$ cat src/rtl/simon_fifo_to_axi_writer.sv
// simon_fifo_to_axi_writer
// AXI4 write-channel master that drains 128-bit Simon result words from a
// ready/valid FIFO and writes them to memory as INCR bursts. Software loads a
// base address and a beat count, then pulses start; busy/done/error report
// progress. One burst is outstanding at a time and AW always precedes W.
// Bursts are cut at MAX_BURST_BEATS and never cross a 4 KB boundary.
//
// Optional build macro: SIMON_AXI_WR_ERR_ABORT_EN
//   defined   -> a non-OKAY bresp ends the job right after that burst
//   undefined -> the error is recorded and the job runs to completion
module simon_fifo_to_axi_writer #(
   parameter int DATA_DATA_WIDTH = 128,
   parameter int DATA_ADDR_WIDTH = 32,
   parameter int DATA_LEN_WIDTH  = 8,
   parameter int DATA_STRB_WIDTH = 16,
   parameter int DATA_RESP_WIDTH = 2,
   parameter int MAX_BURST_BEATS = 16,
   parameter int CNT_WIDTH       = 20
) (
   input  logic                       clk,
   input  logic                       rst,
   input  logic                       start,
   input  logic [DATA_ADDR_WIDTH-1:0] base_addr,
   input  logic [CNT_WIDTH-1:0]       num_beats,
   output logic                       busy,
   output logic                       done,
   output logic                       error,
   input  logic [DATA_DATA_WIDTH-1:0] fifo_din,
   input  logic                       fifo_vld,
   output logic                       fifo_rdy,
   output logic [DATA_ADDR_WIDTH-1:0] simon_block_out_awaddr,
   output logic [DATA_LEN_WIDTH-1:0]  simon_block_out_awlen,
   output logic [2:0]                 simon_block_out_awsize,
   output logic [1:0]                 simon_block_out_awburst,
   output logic                       simon_block_out_awvalid,
   input  logic                       simon_block_out_awready,
   output logic [DATA_DATA_WIDTH-1:0] simon_block_out_wdata,
   output logic [DATA_STRB_WIDTH-1:0] simon_block_out_wstrb,
   output logic                       simon_block_out_wlast,
   output logic                       simon_block_out_wvalid,
   input  logic                       simon_block_out_wready,
   input  logic [DATA_RESP_WIDTH-1:0] simon_block_out_bresp,
   input  logic                       simon_block_out_bvalid,
   output logic                       simon_block_out_bready
);

   // burst lengths run 1..256, so they need one bit more than awlen
   localparam int BW = 9;
   localparam logic [BW-1:0] MAX_BEATS = BW'(MAX_BURST_BEATS);
   localparam logic [DATA_ADDR_WIDTH-1:0] BEAT_ALIGN_MASK =
      {{(DATA_ADDR_WIDTH-4){1'b1}}, 4'h0};

   typedef enum logic [2:0] {
      S_IDLE,
      S_CALC,
      S_AW,
      S_W,
      S_B,
      S_FIN
   } state_t;

   state_t                     state_reg, state_next;
   logic [DATA_ADDR_WIDTH-1:0] addr_reg, addr_next;
   logic [CNT_WIDTH-1:0]       remaining_reg, remaining_next;
   logic [BW-1:0]              len_reg, len_next;
   logic [BW-1:0]              beat_reg, beat_next;
   logic [DATA_ADDR_WIDTH-1:0] awaddr_reg, awaddr_next;
   logic [DATA_LEN_WIDTH-1:0]  awlen_reg, awlen_next;
   logic                       error_reg, error_next;

   logic [BW-1:0]              bnd_beats;
   logic [BW-1:0]              cap_beats;
   logic [BW-1:0]              len_calc;
   logic                       last_beat;
   logic                       last_burst;

   // length of the next burst: the smallest of what is left, the burst cap
   // and the beats remaining before the next 4 KB page
   always_comb begin
      bnd_beats = 9'h100 - {1'b0, addr_reg[11:4]};
      cap_beats = (bnd_beats < MAX_BEATS) ? bnd_beats : MAX_BEATS;
      len_calc  = (remaining_reg < CNT_WIDTH'(cap_beats)) ? remaining_reg[BW-1:0]
                                                          : cap_beats;
   end

   assign last_beat  = (beat_reg == len_reg - BW'(1));
   assign last_burst = (remaining_reg == CNT_WIDTH'(len_reg));

   // job sequencing: next state and next datapath values
   always_comb begin
      state_next     = state_reg;
      addr_next      = addr_reg;
      remaining_next = remaining_reg;
      len_next       = len_reg;
      beat_next      = beat_reg;
      awaddr_next    = awaddr_reg;
      awlen_next     = awlen_reg;
      error_next     = error_reg;
      case (state_reg)
         S_IDLE: begin
            if (start) begin
               addr_next      = base_addr & BEAT_ALIGN_MASK;
               remaining_next = num_beats;
               error_next     = 1'b0;
               state_next     = (num_beats == '0) ? S_FIN : S_CALC;
            end
         end
         S_CALC: begin
            len_next    = len_calc;
            awaddr_next = addr_reg;
            awlen_next  = DATA_LEN_WIDTH'(len_calc - BW'(1));
            beat_next   = '0;
            state_next  = S_AW;
         end
         S_AW: begin
            if (simon_block_out_awready) begin
               state_next = S_W;
            end
         end
         S_W: begin
            if (fifo_vld && simon_block_out_wready) begin
               if (last_beat) begin
                  state_next = S_B;
               end else begin
                  beat_next = beat_reg + BW'(1);
               end
            end
         end
         S_B: begin
            if (simon_block_out_bvalid) begin
               addr_next      = addr_reg + DATA_ADDR_WIDTH'({len_reg, 4'h0});
               remaining_next = remaining_reg - CNT_WIDTH'(len_reg);
               state_next     = last_burst ? S_FIN : S_CALC;
               if (simon_block_out_bresp != '0) begin
                  error_next = 1'b1;
`ifdef SIMON_AXI_WR_ERR_ABORT_EN
                  state_next = S_FIN;
`endif
               end
            end
         end
         S_FIN: begin
            state_next = S_IDLE;
         end
         default: begin
            state_next = S_IDLE;
         end
      endcase
   end

   // state and datapath registers; reset abandons any job in flight
   always_ff @(posedge clk or negedge rst) begin
      if (!rst) begin
         state_reg     <= S_IDLE;
         addr_reg      <= '0;
         remaining_reg <= '0;
         len_reg       <= '0;
         beat_reg      <= '0;
         awaddr_reg    <= '0;
         awlen_reg     <= '0;
         error_reg     <= 1'b0;
      end else begin
         state_reg     <= state_next;
         addr_reg      <= addr_next;
         remaining_reg <= remaining_next;
         len_reg       <= len_next;
         beat_reg      <= beat_next;
         awaddr_reg    <= awaddr_next;
         awlen_reg     <= awlen_next;
         error_reg     <= error_next;
      end
   end

   // status and handshake outputs decode straight from the state
   assign busy  = (state_reg == S_CALC) || (state_reg == S_AW) ||
                  (state_reg == S_W)    || (state_reg == S_B);
   assign done  = (state_reg == S_FIN);
   assign error = error_reg;

   assign simon_block_out_awaddr  = awaddr_reg;
   assign simon_block_out_awlen   = awlen_reg;
   assign simon_block_out_awsize  = 3'd4;
   assign simon_block_out_awburst = 2'b01;
   assign simon_block_out_awvalid = (state_reg == S_AW);

   // W passes the FIFO through: valid follows the FIFO, the pop follows wready
   assign simon_block_out_wdata  = fifo_din;
   assign simon_block_out_wvalid = (state_reg == S_W) && fifo_vld;
   assign simon_block_out_wlast  = (state_reg == S_W) && last_beat;
   assign fifo_rdy               = (state_reg == S_W) && simon_block_out_wready;

   assign simon_block_out_bready = (state_reg == S_B);

   genvar gi;
   generate
      for (gi = 0; gi < DATA_STRB_WIDTH; gi++) begin : g_strb
         assign simon_block_out_wstrb[gi] = 1'b1;
      end
   endgenerate

endmodule

$ cat config.mk
export PLATFORM = sky130hd
export DESIGN_NAME = simon_fifo_to_axi_writer
export DESIGN_NICKNAME = d
export VERILOG_FILES = /design/src/rtl/simon_fifo_to_axi_writer.sv
export SDC_FILE = /design/constraint.sdc
export NUM_CORES = 1
export LEC_CHECK = 0
export CORE_AREA = 2 2 148 150
export CTS_CLUSTER_DIAMETER = 120
export DETAILED_ROUTE_END_ITERATION = 7
export DIE_AREA = 0 0 150 152
export PLACE_DENSITY_LB_ADDON = 0.12
export SLEW_MARGIN = 20
export SYNTH_ARGS = -nofsm -noshare
export SYNTH_HDL_FRONTEND = slang
export SYNTH_SLANG_ARGS = --single-unit
$ cat constraint.sdc
create_clock -name clk -period 10.5 [get_ports clk]
set_clock_uncertainty 0.1 [all_clocks]
set_input_delay 2.1 -clock clk [delete_from_list [all_inputs] [get_ports clk]]
set_output_delay 2.1 -clock clk [all_outputs]
set_load 0.005 [all_outputs]
; Word-level counts from Yosys, hierarchy flattened
; Cells that the tools add are included.
[classes]
n_eq_ne = 14
reduce_logical = 16
mul = 0
div_mod_pow = 0
muxes = 23
n_shift = 0
n_lt_le_gt_ge = 2
addsub = 6
bitwise = 0
[op_table]
columns = cell, n
row1 = 2-to-1 mux 32 bit, 2
row2 = one-hot mux 32 bit (2 select lines), 1
row3 = 2-to-1 mux 20 bit, 2
row4 = one-hot mux 20 bit (2 select lines), 1
row5 = 2-to-1 mux 9 bit, 4
row6 = adder 32 x 13 -> 32 bit, 1
row7 = 2-to-1 mux 3 bit, 7
row8 = == test 20 x 9 -> 1 bit, 1
row9 = zero test 20 bit, 1
row10 = less-than comparator 20 x 9 -> 1 bit, 1
row11 = subtractor 20 x 9 -> 20 bit, 1
row12 = one-hot mux 9 bit (2 select lines), 1
row13 = one-hot mux 3 bit (5 select lines), 1
row14 = "!= test 2 bit, second input constant", 5
row15 = "adder 9 x 1 -> 9 bit, second input constant", 1
row16 = == test 9 bit, 1
row17 = "less-than comparator 9 x 5 -> 1 bit, second input constant", 1
row18 = "subtractor 9 x 1 -> 9 bit, second input constant", 1
row19 = "subtractor 9 x 8 -> 9 bit, first input constant", 1
row20 = "subtractor 8 x 1 -> 8 bit, second input constant", 1
row21 = "== test 3 x 2 -> 1 bit, second input constant", 2
row22 = "== test 3 bit, second input constant", 2
row23 = AND reduction 3 bit, 2
row24 = nonzero test 2 bit, 3
row25 = 9 further kinds, 17
[totals]
latch_bits = 0
mem_bits_ro = 0
out_inout_bits = 197
register_bits = 114
mem_bits_rw = 0
memories = 0
in_bits = 189
wordCells = 69

; Logic depth before layout (Yosys ltp)
; Gate-level depths: netlist of run 1.
[logic_depth]
depth_word = 6
depth_mapped = 20
depth_no_buf = 19

; Worst setup path after synthesis of run 1
; No wires, ideal clock.
[synth_timing]
kind = input-to-output
from = input port simon_block_out_wready
to = output port fifo_rdy
arrival_ns = 2.230
setup_slack_ns = 6.070
required_time_ns = 8.300
stages = 2
n_path_buf = 0
cell_sequence = inv_1 nor2_1
[synth_between]
elab_chain_len = 1
[synth_rtl]
columns = element, line
row1 = "start, declared", 41  ; input logic simon_block_out_wready,
row2 = logical AND 1 bit, 190  ; assign fifo_rdy = (state_reg == S_W) && simon_block_out_wready;
row3 = "end, declared", 30  ; output logic fifo_rdy,
; Every way passes these cells.

; Worst setup path after layout of run 1
[layout_timing]
from = register len_reg[1]
to = output port simon_block_out_wlast
[layout_between]
elab_chain_len = 3
[layout_rtl]
columns = element, line
row1 = "start, declared", 65  ; logic [BW-1:0] len_reg, len_next;
row2 = "start signal, assigned", 166  ; len_reg <= len_next;
row3 = subtractor 9 x 1 -> 9 bit, 86  ; assign last_beat = (beat_reg == len_reg - BW'(1));
row4 = == test 9 bit, 86
row5 = logical AND 1 bit, 189  ; assign simon_block_out_wlast = (state_reg == S_W) && last_beat;
row6 = "end, declared", 39  ; output logic simon_block_out_wlast,
; Every way passes these cells.

==> implementation parameters, run 1 <==
Parameter                              Value

Status
  Result of the run ... completed

Setup path
  Kind of end point of the critical path ... output port
  Worst setup path class ... reg2out
  Cell-by-cell trace of the critical path ... inv_1 > ha_1 > nor3b_1 > nand3_1 > xnor2_1 > nor3_1 > o2111ai_1 > buf_4 > nor2_1 > clkdlybuf4s50_1
  Crit-path leading delay family ... simple AND/OR/NAND/NOR gates
  Slowest cell on crit path ... sky130_fd_sc_hd__nor3b_1
  Sum of buffers and inverters on the critical path ... 3
  Crit-path max cell delay ... 550 ps
  CP startpoint kind ... flop
  Max Fanout on Critical Path ... 11
  Critical path required time ... 8300 ps
  Arr. time, crit path ... 3380 ps

Yosys
  Synthesized flop and latch total ... 106
  Cell types occupying the most area after synthesis ... sky130_fd_sc_hd__dfrtp_1 34%, sky130_fd_sc_hd__buf_4 15%, sky130_fd_sc_hd__nand2_1 7.1%, sky130_fd_sc_hd__ha_1 4.8%, sky130_fd_sc_hd__a21oi_1 3.7%
  Cells after synthesis ... 976
  Number of synthesized flops with an enable pin ... 0
  Share of the yosys chip area belonging to registers ... 33.6%
  Proportion of register bits with asynchronous set or reset after synthesis ... 100%
  Average instance area after synthesis ... 8.09 µm²
  Leading register cell type out of synthesis ... sky130_fd_sc_hd__dfrtp_1
  Post-Synthesis Cell Area ... 7890 µm²
  Cell taking the most area after synthesis ... sky130_fd_sc_hd__dfrtp_1
  Total number of yosys warnings ... 0
  Synth cell types ... 71
  Area share of the largest cell type after synthesis ... 33.6%

CTS
  Clk slew on worst S/H paths ... 70 ps
  Post-CTS Hold Buffers ... 0
  Postcts setup bufs ... 0
  H-tree levels ... 3
  Clock root buffer ... sky130_fd_sc_hd__clkbuf_16
  Inserted Clock Buffers ... 9
  Number of clock sinks ... 106
  Bufs on Longest Clock Path ... 2
  TritonCTS clock tree ... done
  Number of gates resized after CTS ... 0
  Clock latency of the later-clocked register in the worst-skew pair ... 360 ps

Floorplanning
  Core Rows ... 54
  Effective utilization at floorplan ... 37.0%
  Total Die Area ... 22800 µm²
  Core Region ... 21400 µm²
  Chip Height ... 152 µm
  Boundary Pins ... 386
  Width of the chip ... 150 µm

Timing
  Finish-stage setup viols ... 0
  RSZ-0062 raised after global routing ... no
  Clock period minus worst slack ... 5580 ps
  Portion of the clock cycle consumed by the worst path in the final layout ... 53.1%
  Normalized max-slew margin ... 39.8%
  Transition time at the pin with the least slew margin ... 899 ps
  Maximum clock frequency ... 179 MHz
  Number of failing hold endpoints at the final stage ... 0
  Final hold slack ... 375 ps
  Final TNS setup ... 0 ps
  Worst setup margin ... 4920 ps
  Max-slew violation total from the final report ... 0

Route
  Detailed Route Iter0 Violations ... 356
  Vias per cell ... 5.28
  First-pass DRT Iterations ... 4
  Number of nets with antenna violations after detailed routing ... 0
  DRC violation count after routing ... 0
  Count of vias placed by the detailed router ... 6418
  Wirelength per Cell ... 17.9 µm
  Aggregate routed wire length ... 21.7 mm

Pwr
  Proportion of total power due to net switching ... 42.1%
  Pwr Density ... 253 nW/µm²
  Power share of the clock group ... 18.1%
  Leakage power ... 3.66 nW
  Power share of the sequential group ... 36.0%
  Peak supply drop ... 0.114 mV
  Reported net switching power ... 0.899 mW
  Combinational group share of total power ... 45.9%
  Internal power component ... 1.24 mW

Final layout
  Storage cell area ... 2650 µm²
  Proportion of layout cells with a drive suffix above 1 ... 5.67%
  Area of combinational cells with multiple inputs ... 3950 µm²
  Net count, final ... 1151
  Number of filler cells placed in the layout ... 2266
  Area grow syn2layout ... 7.09%
  Antenna diode count ... 0

Job
  Max Cap Viol ... 0

Global routing
  First-pass GRT wire length ... 35.0 mm
  Pin count of the biggest net entering global routing ... 60
  Total Routing Usage GR ... 19.4%
  Via count of the first global-routing pass ... 6326
  GRT Residual Overflow ... 0
  Initial antenna violation count ... 0

Place
  Post-DP HPWL ... 15.3 mm
  Placer Congestion ... 0.806
  Buffers added on ports ... 100
  Dpl ws ... 5000 ps

Worst hold path
  Class of the tightest hold or removal check ... reg2reg
-- per-stage QoR --
step / instances / power [mW] / util, % / cell area, µm²
2_1_floorplan: 1003 / 1.41 / - / 7990
3_3_place_gp: 1199 / 1.76 / 38.1 / 8130
3_5_place_dp: 1199 / 1.76 / 38.1 / 8130
4_1_cts: 1215 / 2.16 / 39.6 / 8450
5_1_grt: 1215 / 2.33 / 39.6 / 8450
6_report: 1215 / 2.14 / 39.6 / 8450
-- path summary, 6_finish.rpt --
| path | end | startpoint | cells past startpoint | slack [ps] |
|---|---|---|---|---|
| max | simon_block_out_wlast | len_reg[1]$_DFFE_PN0P_ | 10 | 4920 |
| min | simon_block_out_awaddr[6]$_DFFE_PN0P_ | simon_block_out_awaddr[6]$_DFFE_PN0P_ | 2 | 370 |
| max reg2reg | simon_block_out_awlen[6]$_DFFE_PN0P_ | addr_reg[5]$_DFFE_PN0P_ | 19 | 5570 |
| min reg2reg | simon_block_out_awaddr[6]$_DFFE_PN0P_ | simon_block_out_awaddr[6]$_DFFE_PN0P_ | 2 | 370 |
| max in group asynchronous | addr_reg[15]$_DFFE_PN0P_ | rst | 2 | 7400 |
| min in group asynchronous | simon_block_out_awlen[2]$_DFFE_PN0P_ | rst | 1 | 1690 |
-- power by group through the flow --
stage                     Clock (mW)  Combinational (mW)  Sequential, mW
final                          0.386               0.980           0.770
after global routing           0.411                1.11           0.805
after CTS                      0.398               0.992           0.772
after detailed placement           0               0.984           0.778
after global placement             0               0.977           0.778
after floorplan                    0               0.697           0.712
-- synth_stat cells (all sizes together) (4+ instances only) --
| cell | number |
|---|---|
| a211oi | 6 |
| dfrtp | 106 |
| ha | 30 |
| nor3 | 34 |
| clkbuf | 33 |
| o22ai | 9 |
| nand3 | 35 |
| and3 | 21 |
| nor2b | 8 |
| nand2b | 5 |
| nand4 | 8 |
| inv | 27 |
| nand2 | 151 |
| mux2i | 4 |
| a21o | 6 |
| nor2 | 64 |
| o21a | 5 |
| nor4 | 10 |
| o21ai | 53 |
| or4 | 9 |
| a32oi | 4 |
| a31oi | 18 |
| or3 | 8 |
| a21oi | 59 |
| o22a | 4 |
| buf | 161 |
| o211ai | 10 |
| nor3b | 4 |
| o31a | 4 |
| xor2 | 15 |
| nand3b | 6 |
| or2 | 5 |
| xnor2 | 14 |
-- tightest hold or removal path: cells and delay by family (launching register included) --
family	cells	cell delay [ps]
and+or+nand+nor	2	100
DFF	1	340
-- cell families (layout without fill, tap and decap cells) --
logic type / count (synthesis) / in the layout / synth area share, %
other: 2 / 29 / 0.0952
AOI/OAI and AO/OA: 203 / 203 / 16.3
muxes: 4 / 4 / 0.507
buffers and inverters: 221 / 153 / 17.9
and+or+nand+nor: 379 / 379 / 23.0
adders and majority gates: 32 / 32 / 5.26
DFF: 106 / 106 / 33.6
xor gates and xnor gates: 29 / 29 / 3.22
-- area by class of cell --
class	instances	area share, %
timing repair buffer	110	12.7
clock buffer	9	2.67
tap	280	4.15
inverter	27	1.20
multi-input combinational	676	46.7
sequential	106	31.4
clock inverter	7	1.18
-- cell usage in the layout, fill, tap and decap left out, drive strengths merged, types with 8 or more instances in the layout --
master / instances
a21oi: 59
a31oi: 18
and3: 21
buf: 11
clkbuf: 9
clkdlybuf4s50: 99
conb: 29
dfrtp: 106
ha: 30
inv: 29
nand2: 151
nand3: 35
nand4: 8
nor2: 64
nor2b: 8
nor3: 34
nor4: 10
o211ai: 10
o21ai: 53
o22ai: 9
or3: 8
or4: 9
xnor2: 14
xor2: 15
-- per-layer routing --
layer,track usage [%],routed length (µm),up-vias
li1,-,-,3134
met2,30.5,10000,195
met3,5.59,1170,26
met5,0,0,-
met1,26.6,10300,3063
met4,4.04,250,0
(Power assumes the default switching activity.)
==> inputs of run 2 (changes only) <==
--- a/config.mk
+++ b/config.mk
@@ -5,10 +5,10 @@
 export SDC_FILE = /design/constraint.sdc
 export NUM_CORES = 1
 export LEC_CHECK = 0
-export CORE_AREA = 2 2 148 150
+export CORE_AREA = 2 2 149 151
 export CTS_CLUSTER_DIAMETER = 120
 export DETAILED_ROUTE_END_ITERATION = 7
-export DIE_AREA = 0 0 150 152
+export DIE_AREA = 0 0 151 153
 export PLACE_DENSITY_LB_ADDON = 0.12
 export SLEW_MARGIN = 20
 export SYNTH_ARGS = -nofsm -noshare
==> constraint.sdc (replaced) <==
create_clock -name clk -period 5.5 [get_ports clk]
set_clock_uncertainty 0.1 [all_clocks]
set_input_delay 1.1 -clock clk [delete_from_list [all_inputs] [get_ports clk]]
set_output_delay 1.1 -clock clk [all_outputs]
set_load 0.005 [all_outputs]
==> implementation parameters, run 2 (synthesis results as in run 1) <==
Parameter                              Value

Status
  Result of the run ... completed (unchanged)

Route
  DRC violation count after routing ... 0 (unchanged)
  Vias per cell ... 5.26 (was 5.28)
  Count of vias placed by the detailed router ... 6402 (was 6418)
  Detailed Route Iter0 Violations ... 462 (was 356)
  Aggregate routed wire length ... 21.3 mm (was 21.7 mm)
  First-pass DRT Iterations ... 5 (was 4)
  Wirelength per Cell ... 17.5 µm (was 17.9 µm)
  Number of nets with antenna violations after detailed routing ... 0 (unchanged)

Place
  Buffers added on ports ... 100 (unchanged)
  Placed Area ... 8140 µm² (was 8130 µm²)
  Placed cell count ... 1201 (was 1199)
  Placer Congestion ... 0.836 (was 0.806)
  Post-DP HPWL ... 15.6 mm (was 15.3 mm)

Setup path
  Arr. time, crit path ... 3370 ps (was 3380 ps)
  Cell-by-cell trace of the critical path ... inv_1 > ha_1 > nor3b_1 > and4b_1 > a31oi_1 > o32ai_1 > o2111ai_1 > buf_4 > nor2_1 > clkdlybuf4s50_1 (was inv_1 > ha_1 > nor3b_1 > nand3_1 > xnor2_1 > nor3_1 > o2111ai_1 > buf_4 > nor2_1 > clkdlybuf4s50_1)
  Crit-path max cell delay ... 560 ps (was 550 ps)
  Critical path required time ... 4300 ps (was 8300 ps)
  Logic depth of the worst setup path including buffers ... 10 (unchanged)
  Kind of end point of the critical path ... output port (unchanged)
  Sum of buffers and inverters on the critical path ... 3 (unchanged)
  Flop2flop setup slack ... 970 ps (was 5570 ps)
  CP startpoint kind ... flop (unchanged)
  FF-to-FF path depth ... 20 (was 19)
  Slowest cell on crit path ... sky130_fd_sc_hd__nor3b_1 (unchanged)
  Max Fanout on Critical Path ... 11 (unchanged)
  Crit-path leading delay family ... simple AND/OR/NAND/NOR gates (unchanged)
  Worst setup path class ... reg2out (unchanged)

CTS
  Post-CTS Hold Buffers ... 0 (unchanged)
  Clk slew on worst S/H paths ... 70 ps (about the same)
  Number of gates resized after CTS ... 0 (unchanged)
  Number of clock sinks ... 106 (unchanged)
  Inserted Clock Buffers ... 9 (unchanged)
  Clock root buffer ... sky130_fd_sc_hd__clkbuf_16 (unchanged)
  Postcts setup bufs ... 0 (unchanged)
  Bufs on Longest Clock Path ... 2 (unchanged)
  H-tree levels ... 3 (unchanged)
  Clock latency of the later-clocked register in the worst-skew pair ... 370 ps (was 360 ps)
  TritonCTS clock tree ... done (unchanged)

Timing
  Portion of the clock cycle consumed by the worst path in the final layout ... 83.1%
  RSZ-0062 raised after global routing ... no (unchanged)
  Final TNS setup ... 0 ps (unchanged)
  Finish-stage setup viols ... 0 (unchanged)
  Transition time at the pin with the least slew margin ... 1070 ps (was 899 ps)
  Number of failing hold endpoints at the final stage ... 0 (unchanged)
  Clock period minus worst slack ... 4570 ps
  Max-slew violation total from the final report ... 0 (unchanged)
  Normalized max-slew margin ... 26.6% (was 39.8%)
  Maximum clock frequency ... 219 MHz

Global routing
  Via count of the first global-routing pass ... 6157 (was 6326)
  First-pass GRT wire length ... 34.1 mm (was 35.0 mm)
  Total Routing Usage GR ... 18.7% (was 19.4%)
  Pin count of the biggest net entering global routing ... 60 (unchanged)
  GRT Residual Overflow ... 0 (unchanged)
  Initial antenna violation count ... 0 (unchanged)

Worst hold path
  Class of the tightest hold or removal check ... reg2reg (unchanged)
  Worst hold stages ... 2 (unchanged)

Final layout
  Net count, final ... 1153 (was 1151)
  Most frequent cells in the layout ... 149 x sky130_fd_sc_hd__nand2_1, 106 x sky130_fd_sc_hd__dfrtp_1, 99 x sky130_fd_sc_hd__clkdlybuf4s50_1 (unchanged)
  Area grow syn2layout ... 6.79% (was 7.09%)
  Finished Layout Cells ... 1217 (was 1215)
  Proportion of layout cells with a drive suffix above 1 ... 5.87% (was 5.67%)
  Finished layout cell area ... 8430 µm² (was 8450 µm²)
  Most common cell after layout, fill and taps aside ... sky130_fd_sc_hd__nand2_1 (unchanged)
  Antenna diode count ... 0 (unchanged)

Pwr
  Proportion of total power due to net switching ... 42.9% (was 42.1%)
  Peak supply drop ... 0.178 mV (was 0.114 mV)
  Power share of the clock group ... 16.4% (was 18.1%)
  Reported net switching power ... 1.71 mW (was 0.899 mW)
  Internal power component ... 2.28 mW (was 1.24 mW)
  Combinational group share of total power ... 46.8% (was 45.9%)
  Leakage power ... 3.66 nW (about the same)
  Pwr Density ... 473 nW/µm² (was 253 nW/µm²)
  Power share of the sequential group ... 36.9% (was 36.0%)

Floorplanning
  Chip Height ... 153 µm (was 152 µm)
  Width of the chip ... 151 µm (was 150 µm)
  Core Region ... 21500 µm² (was 21400 µm²)
  Boundary Pins ... 386 (unchanged)
  Core Rows ... 54 (unchanged)
  Effective utilization at floorplan ... 36.7% (was 37.0%)
  Total Die Area ... 23100 µm² (was 22800 µm²)

Job
  Max Cap Viol ... 0 (unchanged)
run 2: power by group through the flow:
stage / Sequential [mW] / Clock (mW) / Combinational (mW)
finish: 1.47 / 0.653 / 1.87
floorplan: 1.36 / 0 / 1.33
detailed placement: 1.48 / 0 / 1.87
CTS: 1.47 / 0.673 / 1.89
global route: 1.53 / 0.703 / 2.12
global placement: 1.49 / 0 / 1.87
run 2: final cells by class:
type / instances / area, µm²
Sequential cell: 106 / 2650
Clock buffer: 9 / 225
Fill cell: 2257 / 13100
Tap cell: 280 / 350
Multi-Input combinational cell: 676 / 3950
Clock inverter: 7 / 61.3
Inverter: 27 / 101
Timing Repair Buffer: 112 / 1090
run 2: path summary, 6_finish.rpt:
path	from	to
worst max-delay path	len_reg[1]$_DFFE_PN0P_	simon_block_out_wlast
worst min-delay path	simon_block_out_awlen[1]$_DFFE_PN0P_	simon_block_out_awlen[1]$_DFFE_PN0P_
worst max register to register	addr_reg[5]$_DFFE_PN0P_	simon_block_out_awlen[6]$_DFFE_PN0P_
worst min register to register	simon_block_out_awlen[1]$_DFFE_PN0P_	simon_block_out_awlen[1]$_DFFE_PN0P_
max in group asynchronous	rst	len_reg[3]$_DFFE_PN0P_
min in group asynchronous	rst	simon_block_out_awlen[3]$_DFFE_PN0P_
run 2: routing by layer:
layer | track usage (%) | part of all wire [%] | vias to the layer above
li1 | - | - | 3130
met1 | 27.2 | 48 | 3041
met2 | 27.9 | 45 | 189
met3 | 3.22 | 4.7 | 42
met4 | 6.32 | 2.4 | 0
met5 | 0 | 0 | -
run 2: worst reg2reg max path, stage by stage (launching register included):
cell	delay [ps]
sky130_fd_sc_hd__dfrtp_1	420
sky130_fd_sc_hd__inv_1	180
sky130_fd_sc_hd__ha_1	210
sky130_fd_sc_hd__nor3b_1	230
sky130_fd_sc_hd__mux2i_1	150
sky130_fd_sc_hd__nor2_1	550
sky130_fd_sc_hd__nand2_1	210
sky130_fd_sc_hd__ha_1	330
sky130_fd_sc_hd__a21oi_1	160
sky130_fd_sc_hd__nor2b_1	60
sky130_fd_sc_hd__o211ai_1	330
sky130_fd_sc_hd__o211a_1	210
sky130_fd_sc_hd__buf_4	200
sky130_fd_sc_hd__nor2_1	80
sky130_fd_sc_hd__a21oi_2	130
sky130_fd_sc_hd__ha_1	240
sky130_fd_sc_hd__nand2_1	100
sky130_fd_sc_hd__nor3_1	180
sky130_fd_sc_hd__xor2_1	160
sky130_fd_sc_hd__a21oi_1	70
sky130_fd_sc_hd__o21ai_0	130
run 2: metrics by stage:
stage	utilization (%)	hold WS, ps	setup WS (ps)	power (mW)
6_report	39.2	378	927	3.99
3_3_place_gp	37.9	362	1060	3.35
5_1_grt	39.2	413	489	4.36
4_1_cts	39.2	387	850	4.03
3_5_place_dp	37.9	365	985	3.36
2_1_floorplan	-	354	1600	2.69
